==> config.mk <==
export PLATFORM = sky130hd
export DESIGN_NAME = timer_bank
export DESIGN_NICKNAME = d
export VERILOG_FILES = /design/src/rtl/timer_bank_pkg.sv /design/src/rtl/timer_bank_chan.sv /design/src/rtl/timer_bank.sv
export SDC_FILE = /design/constraint.sdc
export NUM_CORES = 2
export LEC_CHECK = 0
export CAP_MARGIN = 25
export CORE_ASPECT_RATIO = 1.75
export CORE_UTILIZATION = 30
export CTS_BUF_LIST = sky130_fd_sc_hd__clkbuf_8 sky130_fd_sc_hd__clkbuf_16
export DETAILED_ROUTE_END_ITERATION = 6
export PLACE_DENSITY_LB_ADDON = 0.25
export SYNTH_ARGS = -nofsm -noshare
export SYNTH_HDL_FRONTEND = slang
export SYNTH_HIERARCHICAL = 1
export SYNTH_SLANG_ARGS = --single-unit
==> constraint.sdc <==
create_clock -name clk -period 4 [get_ports clk]
set_clock_uncertainty 0.05 [all_clocks]
set_input_delay 0.4 -clock clk [delete_from_list [all_inputs] [get_ports clk]]
set_output_delay 0.4 -clock clk [all_outputs]
set_load 0.005 [all_outputs]
==> src/rtl/timer_bank_pkg.sv <==
// Shared constants for timer_bank: register offsets, CTRL bit positions, mode encoding.
package timer_bank_pkg;
  localparam int OFF_CTRL  = 0;
  localparam int OFF_LOAD  = 1;
  localparam int OFF_CMP   = 2;
  localparam int OFF_COUNT = 3;

  localparam int CTRL_EN        = 0;
  localparam int CTRL_MODE_LSB  = 1;
  localparam int CTRL_IE        = 3;
  localparam int CTRL_PRESC_LSB = 4;
  localparam int CTRL_CHAIN     = 12;

  typedef enum logic [1:0] {
    MODE_ONESHOT  = 2'b00,
    MODE_PERIODIC = 2'b01,
    MODE_PWM      = 2'b10,
    MODE_PERIOD2  = 2'b11
  } mode_e;

  function automatic logic [5:0] irq_stat_idx(input int nch);
    return 6'(4 * nch);
  endfunction

  // Writable CTRL bits; everything else reads as zero.
  function automatic logic [31:0] ctrl_mask(input int psw, input bit chain);
    logic [31:0] m;
    m = 32'hF | (((32'd1 << psw) - 32'd1) << CTRL_PRESC_LSB);
    if (chain) m[CTRL_CHAIN] = 1'b1;
    return m;
  endfunction
endpackage

==> src/rtl/timer_bank_chan.sv <==
// One timer channel: CTRL/LOAD/CMP regs, prescaler, down-counter, output and expiry strobe.
// With TIMER_BANK_CASCADE_EN, channels above 0 may tick on the previous channel's expiry.
module timer_bank_chan
  import timer_bank_pkg::*;
#(
  parameter int CW  = 32,
  parameter int PSW = 8,
  parameter int IDX = 0
) (
  input  logic          clk,
  input  logic          RSTN,
  input  logic          i_wr_ctrl,
  input  logic          i_wr_load,
  input  logic          i_wr_cmp,
  input  logic [31:0]   i_wdata,
`ifdef TIMER_BANK_CASCADE_EN
  input  logic          i_chain,
`endif
  output logic [31:0]   o_ctrl,
  output logic [CW-1:0] o_load,
  output logic [CW-1:0] o_cmp,
  output logic [CW-1:0] o_count,
  output logic          o_expire,
  output logic          o_ie,
  output logic          o_out
);
`ifdef TIMER_BANK_CASCADE_EN
  localparam logic [31:0] MASK = ctrl_mask(PSW, IDX > 0);
`else
  localparam logic [31:0] MASK = ctrl_mask(PSW, 1'b0);
`endif

  logic [31:0]    r_ctrl;
  logic [CW-1:0]  r_load, r_cmp, r_count;
  logic [PSW-1:0] r_psc;
  logic           r_out;

  logic           w_en, w_psc_hit, w_tick_src, w_tick, w_expire, w_en_rise, w_oneshot;
  mode_e          w_mode;
  logic           w_unused;

  assign w_en      = r_ctrl[CTRL_EN];
  assign w_mode    = mode_e'(r_ctrl[CTRL_MODE_LSB +: 2]);
  assign w_oneshot = (w_mode == MODE_ONESHOT);
  assign w_psc_hit = (r_psc == r_ctrl[CTRL_PRESC_LSB +: PSW]);
`ifdef TIMER_BANK_CASCADE_EN
  assign w_tick_src = r_ctrl[CTRL_CHAIN] ? i_chain : w_psc_hit;
`else
  assign w_tick_src = w_psc_hit;
`endif
  // A bus CTRL write on the same edge swallows the tick.
  assign w_tick    = w_en && w_tick_src && !i_wr_ctrl;
  assign w_expire  = w_tick && (r_count == '0);
  assign w_en_rise = i_wr_ctrl && i_wdata[CTRL_EN] && !w_en;
  assign w_unused  = &{1'b0, i_wdata};

  always_ff @(posedge clk) begin
    if (!RSTN) begin
      r_ctrl  <= '0;
      r_load  <= '0;
      r_cmp   <= '0;
      r_count <= '0;
      r_psc   <= '0;
      r_out   <= 1'b0;
    end else begin
      if (i_wr_ctrl)                  r_ctrl <= i_wdata & MASK;
      else if (w_expire && w_oneshot) r_ctrl[CTRL_EN] <= 1'b0;
      if (i_wr_load) r_load <= i_wdata[CW-1:0];
      if (i_wr_cmp)  r_cmp  <= i_wdata[CW-1:0];

      if (!w_en || w_psc_hit) r_psc <= '0;
      else                    r_psc <= r_psc + 1'b1;

      if (w_en_rise)                r_count <= r_load;
      else if (w_tick) begin
        if (r_count != '0)          r_count <= r_count - 1'b1;
        else if (!w_oneshot)        r_count <= r_load;
      end

      if (w_mode == MODE_PWM) r_out <= w_en && (r_count < r_cmp);
      else                    r_out <= w_expire;
    end
  end

  assign o_ctrl   = r_ctrl;
  assign o_load   = r_load;
  assign o_cmp    = r_cmp;
  assign o_count  = r_count;
  assign o_expire = w_expire;
  assign o_ie     = r_ctrl[CTRL_IE];
  assign o_out    = r_out;
endmodule

==> src/rtl/timer_bank.sv <==
// Multi-channel memory-mapped timer: address decode, read mux, W1C IRQ_STAT and irq.
// Optional cascade between channels is built when TIMER_BANK_CASCADE_EN is defined.
module timer_bank
  import timer_bank_pkg::*;
#(
  parameter int NCH = 4,
  parameter int CW  = 32,
  parameter int PSW = 8
) (
  input  logic           clk,
  input  logic           RSTN,
  input  logic           we,
  input  logic           re,
  input  logic [7:0]     addr,
  input  logic [31:0]    wdata,
  output logic [31:0]    rdata,
  output logic [NCH-1:0] ch_out,
  output logic           irq
);
  localparam logic [5:0] STAT_IDX = irq_stat_idx(NCH);

  logic [5:0]                w_word;
  logic [NCH-1:0][31:0]      w_ctrl;
  logic [NCH-1:0][CW-1:0]    w_load, w_cmp, w_count;
  logic [NCH-1:0]            w_expire, w_ie;
  logic [31:0]               w_rd;
  logic [NCH-1:0]            w_clr;
  logic [NCH-1:0]            r_stat;
  logic [31:0]               r_rdata;
  logic                      r_irq;
  logic                      w_unused;

  assign w_word   = addr[7:2];
  assign w_unused = &{1'b0, addr[1:0], wdata};

  for (genvar i = 0; i < NCH; i++) begin : g_ch
    logic w_wr_ctrl, w_wr_load, w_wr_cmp;
    assign w_wr_ctrl = we && (w_word == 6'(4*i + OFF_CTRL));
    assign w_wr_load = we && (w_word == 6'(4*i + OFF_LOAD));
    assign w_wr_cmp  = we && (w_word == 6'(4*i + OFF_CMP));
`ifdef TIMER_BANK_CASCADE_EN
    logic w_chain;
    if (i == 0) begin : g_head
      assign w_chain = 1'b0;
    end else begin : g_link
      assign w_chain = w_expire[i-1];
    end
`endif
    timer_bank_chan #(.CW(CW), .PSW(PSW), .IDX(i)) u_chan (
      .clk       (clk),
      .RSTN      (RSTN),
      .i_wr_ctrl (w_wr_ctrl),
      .i_wr_load (w_wr_load),
      .i_wr_cmp  (w_wr_cmp),
      .i_wdata   (wdata),
`ifdef TIMER_BANK_CASCADE_EN
      .i_chain   (w_chain),
`endif
      .o_ctrl    (w_ctrl[i]),
      .o_load    (w_load[i]),
      .o_cmp     (w_cmp[i]),
      .o_count   (w_count[i]),
      .o_expire  (w_expire[i]),
      .o_ie      (w_ie[i]),
      .o_out     (ch_out[i])
    );
  end

  always_comb begin
    w_rd = '0;
    for (int i = 0; i < NCH; i++) begin
      if (w_word == 6'(4*i + OFF_CTRL))  w_rd = w_ctrl[i];
      if (w_word == 6'(4*i + OFF_LOAD))  w_rd = 32'(w_load[i]);
      if (w_word == 6'(4*i + OFF_CMP))   w_rd = 32'(w_cmp[i]);
      if (w_word == 6'(4*i + OFF_COUNT)) w_rd = 32'(w_count[i]);
    end
    if (w_word == STAT_IDX) w_rd = 32'(r_stat);
  end

  assign w_clr = (we && (w_word == STAT_IDX)) ? wdata[NCH-1:0] : '0;

  always_ff @(posedge clk) begin
    if (!RSTN) begin
      r_stat  <= '0;
      r_rdata <= '0;
      r_irq   <= 1'b0;
    end else begin
      // New expiry beats a simultaneous W1C of the same bit.
      r_stat <= (r_stat & ~w_clr) | w_expire;
      if (re) r_rdata <= w_rd;
      r_irq <= |(r_stat & w_ie);
    end
  end

  assign rdata = r_rdata;
  assign irq   = r_irq;
endmodule
### Word level (Yosys, flattened, before mapping)

Cells that the tools add are included.

| cells by class | value |
|---|---|
| reductions and logical operators | 83 |
| div/mod/pow operators | 0 |
| eq/ne operators | 28 |
| bitwise gates (word level) | 5 |
| multiplexer cells | 46 |
| $mul | 0 |
| $lt $le $gt $ge | 4 |
| shifts and indexed selects | 0 |
| add/subtract/negate cells | 8 |

Operators by type and width:

| operator | count |
|---|---|
| two-way mux 32 bit | 32 |
| logical NOT 32 bit | 4 |
| less-than comparator 32 bit | 4 |
| nonzero test 32 bit | 4 |
| subtractor 32 x 1 -> 32 bit (second input constant) | 4 |
| == test 6 x 4 -> 1 bit (second input constant) | 8 |
| logical AND 1 bit | 41 |
| adder 8 x 1 -> 8 bit (second input constant) | 4 |
| == test 8 bit | 4 |
| == test 6 x 3 -> 1 bit (second input constant) | 4 |
| nonzero test 2 bit | 8 |
| == test 6 x 2 -> 1 bit (second input constant) | 2 |
| two-way mux 1 bit | 12 |
| two-way mux 12 bit | 1 |
| != test 3 x 2 -> 1 bit (second input constant) | 4 |
| bitwise AND 4 bit | 2 |
| == test 2 bit (second input constant) | 4 |
| logical NOT 1 bit | 8 |
| logical NOT 2 bit | 4 |
| AND reduction 2 bit | 4 |
| OR reduction 2 bit | 4 |
| == test 6 x 1 -> 1 bit (second input constant) | 1 |
| == test 6 x 5 -> 1 bit (second input constant) | 1 |
| logical NOT 6 bit | 1 |
| other kinds (6) | 9 |

| storage, ports and cells | value |
|---|---|
| bits in read-only memories | 0 |
| bits in latches | 0 |
| RAM bits | 0 |
| word-level logic and storage cells | 205 |
| memories kept | 0 |
| bits of input ports | 44 |
| register bits after elaboration | 505 |

### Depth between registers and ports, before layout

| depth | value |
|---|---|
| word-level depth | 18 |
| mapped depth | 14 |
| depth with buffers taken out | 9 |

### Cells and area by module

Netlist, hierarchy kept.

Modules (own cells, without submodules):

| module | area each (µm²) | cells each | times used | sequential area each (µm²) |
|---|---|---|---|---|
| timer_bank_chan (g_ch[1].u_chan ...) | 6269.8 | 726 | 3 | 2342.2 |
| timer_bank | 6318.6 | 799 | 1 | 740.7 |
| timer_bank_chan (g_ch[0].u_chan) | 6183.4 | 727 | 1 | 2342.2 |

### Worst setup path before layout

No wires, ideal clock.

| timing path | value |
|---|---|
| kind | input port to flip-flop |
| from | input port addr[5] |
| to | register g_ch[2].u_chan.r_count[29] |
| data arrival time | 3374 ps |
| path slack | 460 ps |
| path buffers | 6 |
| cell stages on the path | 14 |
| library setup time | 116 ps |
| cells stage by stage | buf_4 -> or4b_1 -> buf_2 -> buf_6 -> buf_2 -> nor2_1 -> buf_2 -> inv_1 -> nor3b_1 -> a31oi_1 -> clkbuf_1 -> o21ai_1 -> nand2_1 -> a31o_1 |

| between the ends | value |
|---|---|
| cells in the longest elaborated chain, start to end | 6 |

RTL lines:

| what | RTL line | RTL |
|---|---|---|
| start, declared | timer_bank.sv:14 | `input logic [7:0] addr,` |
| == test 6 x 4 -> 1 bit (*) | timer_bank.sv:38 | `assign w_wr_ctrl = we && (w_word == 6'(4*i + OFF_CTRL));` |
| logical AND 1 bit (*) | timer_bank.sv:38 |  |
| named net g_ch[2].w_wr_ctrl | timer_bank.sv:37 | `logic w_wr_ctrl, w_wr_load, w_wr_cmp;` |
| logical AND 1 bit / logical NOT 1 bit (equally long branches) | timer_bank_chan.sv:54, timer_bank_chan.sv:52 |  |
| logical AND 1 bit, on equally long branches | timer_bank_chan.sv:54, timer_bank_chan.sv:52 |  |
| != test 3 x 2 -> 1 bit (no source line) / nonzero test 2 bit (equally long branches) | -- |  |
| AND reduction 2 bit (no source line) | -- |  |
| end signal, assigned | timer_bank_chan.sv:74 | `if (w_en_rise) r_count <= r_load;` |
| end signal, assigned | timer_bank_chan.sv:76 | `if (r_count != '0) r_count <= r_count - 1'b1;` |
| end signal, assigned | timer_bank_chan.sv:77 | `else if (!w_oneshot) r_count <= r_load;` |
| end, declared | timer_bank_chan.sv:34 | `logic [CW-1:0] r_load, r_cmp, r_count;` |

Mark *: on every way through the listed nets, which the timed path passes. The rest lies on a longest branch.
A chain may end at the register's enable or synchronous reset.

### Final worst setup path

| timing path | value |
|---|---|
| from | register g_ch[2].u_chan.r_count[15] |
| to | register g_ch[2].u_chan.r_count[6] |

| between the ends | value |
|---|---|
| cells in the longest elaborated chain, start to end | 4 |

RTL lines:

| what | RTL line | RTL |
|---|---|---|
| nonzero test 32 bit (*) | timer_bank_chan.sv:76 |  |
| two-way mux 32 bit | timer_bank_chan.sv:76 |  |
| two-way mux 32 bit | timer_bank_chan.sv:75 | `else if (w_tick) begin` |
| two-way mux 32 bit | timer_bank_chan.sv:74 |  |

Mark *: on every way between the ends. The rest lies on a longest branch, timed or not. The select of a mux whose other input is x is not followed.

==> metrics.yaml <==
outcome:
  outcome: "completed"
sta:
  fin_ws_ns: 0.597
  fmax_mhz: 294
  setup_viol: 0
  tightest_slew_ns: 1.16
  layout_min_cycle_time_ns: 3.40
  relSlewSlack: 0.219
  post-route-period-util: 0.851
  rsz0062_at_grt: "no"
  setup_tns_ns: 0
  final_hold_viol_count: 0
  drv_slew: 0
logic_synthesis:
  ys.flop_type: "dfxtp_1"
  yosysSeqAreaShare: 0.323
  synth.avg_cell_area_um2: 8.45
  postSynth.asyncResetShare: 0
  syn-cell-area_um2: 31300
  synth_cell_types: 91
  ys_seq_elements: 505
  syn-instance-count: 3704
  yosys_warnings: 6
  synth_edf_count: 0
final_layout:
  regArea_um2: 10100
  fillers: 10900
  drive_gt1_frac: 0.122
  syn_to_final_growth_pct: 14.3
  final_common_cell: "dfxtp_1"
  mostFrequentLayoutCells: "505 x dfxtp_1, 486 x nor2_1, 341 x mux2i_1"
  nets: 3961
  multi_input_area_um2: 19200
worst_hold_path:
  holdPathStages: 2
  hp-start: "RSTN"
  worst_hold_path.endpoint: "g_ch[2].u_chan/o_count[8]$_SDFFE_PN0P_"
  hold_path.class: "input port to flop"
setup_path:
  path_cells: "or4_4 -> or4_1 -> nor4_2 -> o21a_2 -> o22ai_1 -> and2_1"
  r2r_cells: 6
  crit_slowest_cell: "or4_1"
  rrSetupSlack_ns: 0.60
  rr_startpoint: "g_ch[2].u_chan/o_count[15]$_SDFFE_PN0P_"
  cp.arrival_ns: 3.88
  worstPathRequired_ns: 4.48
  r2r-end: "g_ch[2].u_chan/o_count[6]$_SDFFE_PN0P_"
  startpoint_type: "flop"
  slowest_delay_ns: 0.81
  crit_path_end_kind: "flop"
  cp_max_fo: 30
  worst-setup-path-type: "flop to flop"
clock_tree:
  cts_resized: 0
  cts_buffers: 54
  cts_setup_buffers: 0
  htreeDepth: 2
  cts_sinks: 505
  clk_latency_ns: 0.65
  root_buffer: "clkbuf_16"
  clk_pin_slew_worst_paths_ns: 0.06
  clock_path_buffers: 3
  holdBufCountCts: 0
  cts_tree: "built"
route:
  wl_met2_mm: 68.8
  dr_total_vias: 29100
  wl_mm: 135
  drc: 0
  top_layer: "met4"
  viasPerCell: 5.63
  avgRoutedWirePerCell_um: 26.2
  dr_wl_met3_mm: 5.67
  antenna_left: 0
  wirelength_met1_mm: 49.4
  drt-initial-drc-count: 2077
  drt_pass1_iterations: 5
floorplanning:
  core_um2: 103000
  rows: 156
  start_util: 0.303
  die_height_um: 429
  pin_count: 81
  die-width_um: 246
  die_area_um2: 106000
global_route:
  grt_max_degree: 77
  track_usage: 0.252
  grt_pass1_vias: 29000
  grt_pass1_wl_mm: 197
  antenna_found_initial: 2
  grt-ovfl-total: 0
job:
  maxCapViolations: 0
place:
  dp_hpwl_mm: 101
  io_buffer_count: 78
  pre_cts_ws_ns: 0.315
  routabilityCongestion: 1.01
power:
  p_per_area_nw_per_um2: 312
  ir_drop_uv: 354
  p_leak_nw: 13.0
final cells by class:
cell class,instances,area share
clock inverter,27,0.00580
antenna,1,0.0000699
timing repair buffer,274,0.0684
clock buffer,71,0.0446
multi-input combinational,2786,0.535
sequential,505,0.282
inverter,160,0.0168
tap,1343,0.0469
per-layer routing:
layer | global-route usage | vias to the layer above
met1 | 0.268 | 14200
met4 | 0.188 | 0
met3 | 0.0240 | 388
li1 | - | 13500
met5 | 0 | -
met2 | 0.453 | 992
flip-flops by register name, summed over array words and instances (netlist names):
signal	count
g_ch.u_chan/o_cmp	128
g_ch.u_chan/r_psc	32
rdata	32
g_ch.u_chan/o_ctrl	48
g_ch.u_chan/o_out	4
g_ch.u_chan/o_count	128
irq	1
g_ch.u_chan/o_load	128
r_stat	4
worst max-delay path by stage:
stage                                                 start                                       to  slack [ns]
detailed placement                                  addr[7]  g_ch[1].u_chan/o_count[18]$_SDFFE_PN0P_        0.31
CTS                 g_ch[3].u_chan/o_count[15]$_SDFFE_PN0P_  g_ch[3].u_chan/o_count[25]$_SDFFE_PN0P_        0.67
floorplan                                           addr[5]  g_ch[2].u_chan/o_count[29]$_SDFFE_PN0P_        0.46
global placement                                    addr[7]  g_ch[1].u_chan/o_count[22]$_SDFFE_PN0P_        0.37
finish              g_ch[2].u_chan/o_count[15]$_SDFFE_PN0P_   g_ch[2].u_chan/o_count[6]$_SDFFE_PN0P_        0.60
global route        g_ch[2].u_chan/o_count[15]$_SDFFE_PN0P_   g_ch[2].u_chan/o_count[6]$_SDFFE_PN0P_        0.53
stage by stage:
step           utilization  hold slack (ns)  instances  power [mW]  area, um2
2_1_floorplan            -            0.393       3780        5.63      31600
3_3_place_gp         0.329            0.430       5066        5.99      34000
3_5_place_dp         0.329            0.430       5068        5.99      34000
4_1_cts              0.346            0.107       5166        11.3      35800
5_1_grt              0.346            0.134       5167        11.5      35800
6_report             0.346            0.162       5167        11.2      35800
worst max-delay path: cells and delay by family (launching register included):
kind / cells / cell delay, ns
AOI/OAI and AO/OA: 2 / 0.89
and+or+nand+nor: 4 / 1.95
DFF: 1 / 0.38
Yosys cell counts (18+ instances only):
cell,count,share of area
dfxtp_1,505,0.32
nor2_1,488,0.059
mux2i_1,341,0.11
nand2_1,217,0.026
a21oi_1,214,0.034
inv_1,160,0.019
ha_1,136,0.054
clkbuf_1,111,0.013
buf_4,110,0.026
nor3_1,108,0.017
o21ai_0,100,0.016
nand3_1,83,0.013
buf_2,70,0.011
a21o_1,58,0.014
nor4_1,55,0.011
o221ai_1,52,0.015
xor2_1,52,0.015
o22ai_1,46,0.0092
a31oi_1,45,0.0090
o211ai_1,42,0.010
o21ai_1,42,0.0067
nor2b_1,40,0.0080
mux2_2,39,0.014
nand4_1,38,0.0076
mux4_2,35,0.025
and3_1,33,0.0066
o21a_1,31,0.0074
nand2b_1,30,0.0060
buf_1,29,0.0035
or3_1,28,0.0056
o41ai_1,23,0.0064
a22oi_1,21,0.0050
or2_2,21,0.0042
and2_1,18,0.0036
cell families after synthesis:
| family | count (synthesis) | share of synthesized area |
|---|---|---|
| xor+xnor | 56 | 0.0157 |
| compound gates | 853 | 0.186 |
| simple gates | 1246 | 0.196 |
| mux | 415 | 0.148 |
| fa+ha+maj | 136 | 0.0543 |
| buf+inv | 489 | 0.0768 |
| other cells | 4 | 0.000479 |
| flops | 505 | 0.323 |
report_power, final:
group          leakage (nW)  switching [mW]  internal, mW
Sequential             4.07          0.0219          5.05
Clock                 0.944            2.31          2.97
Combinational          8.00           0.561         0.261
Total                  13.0            2.89          8.28
Note: power is estimated with default switching activity, not from simulation.
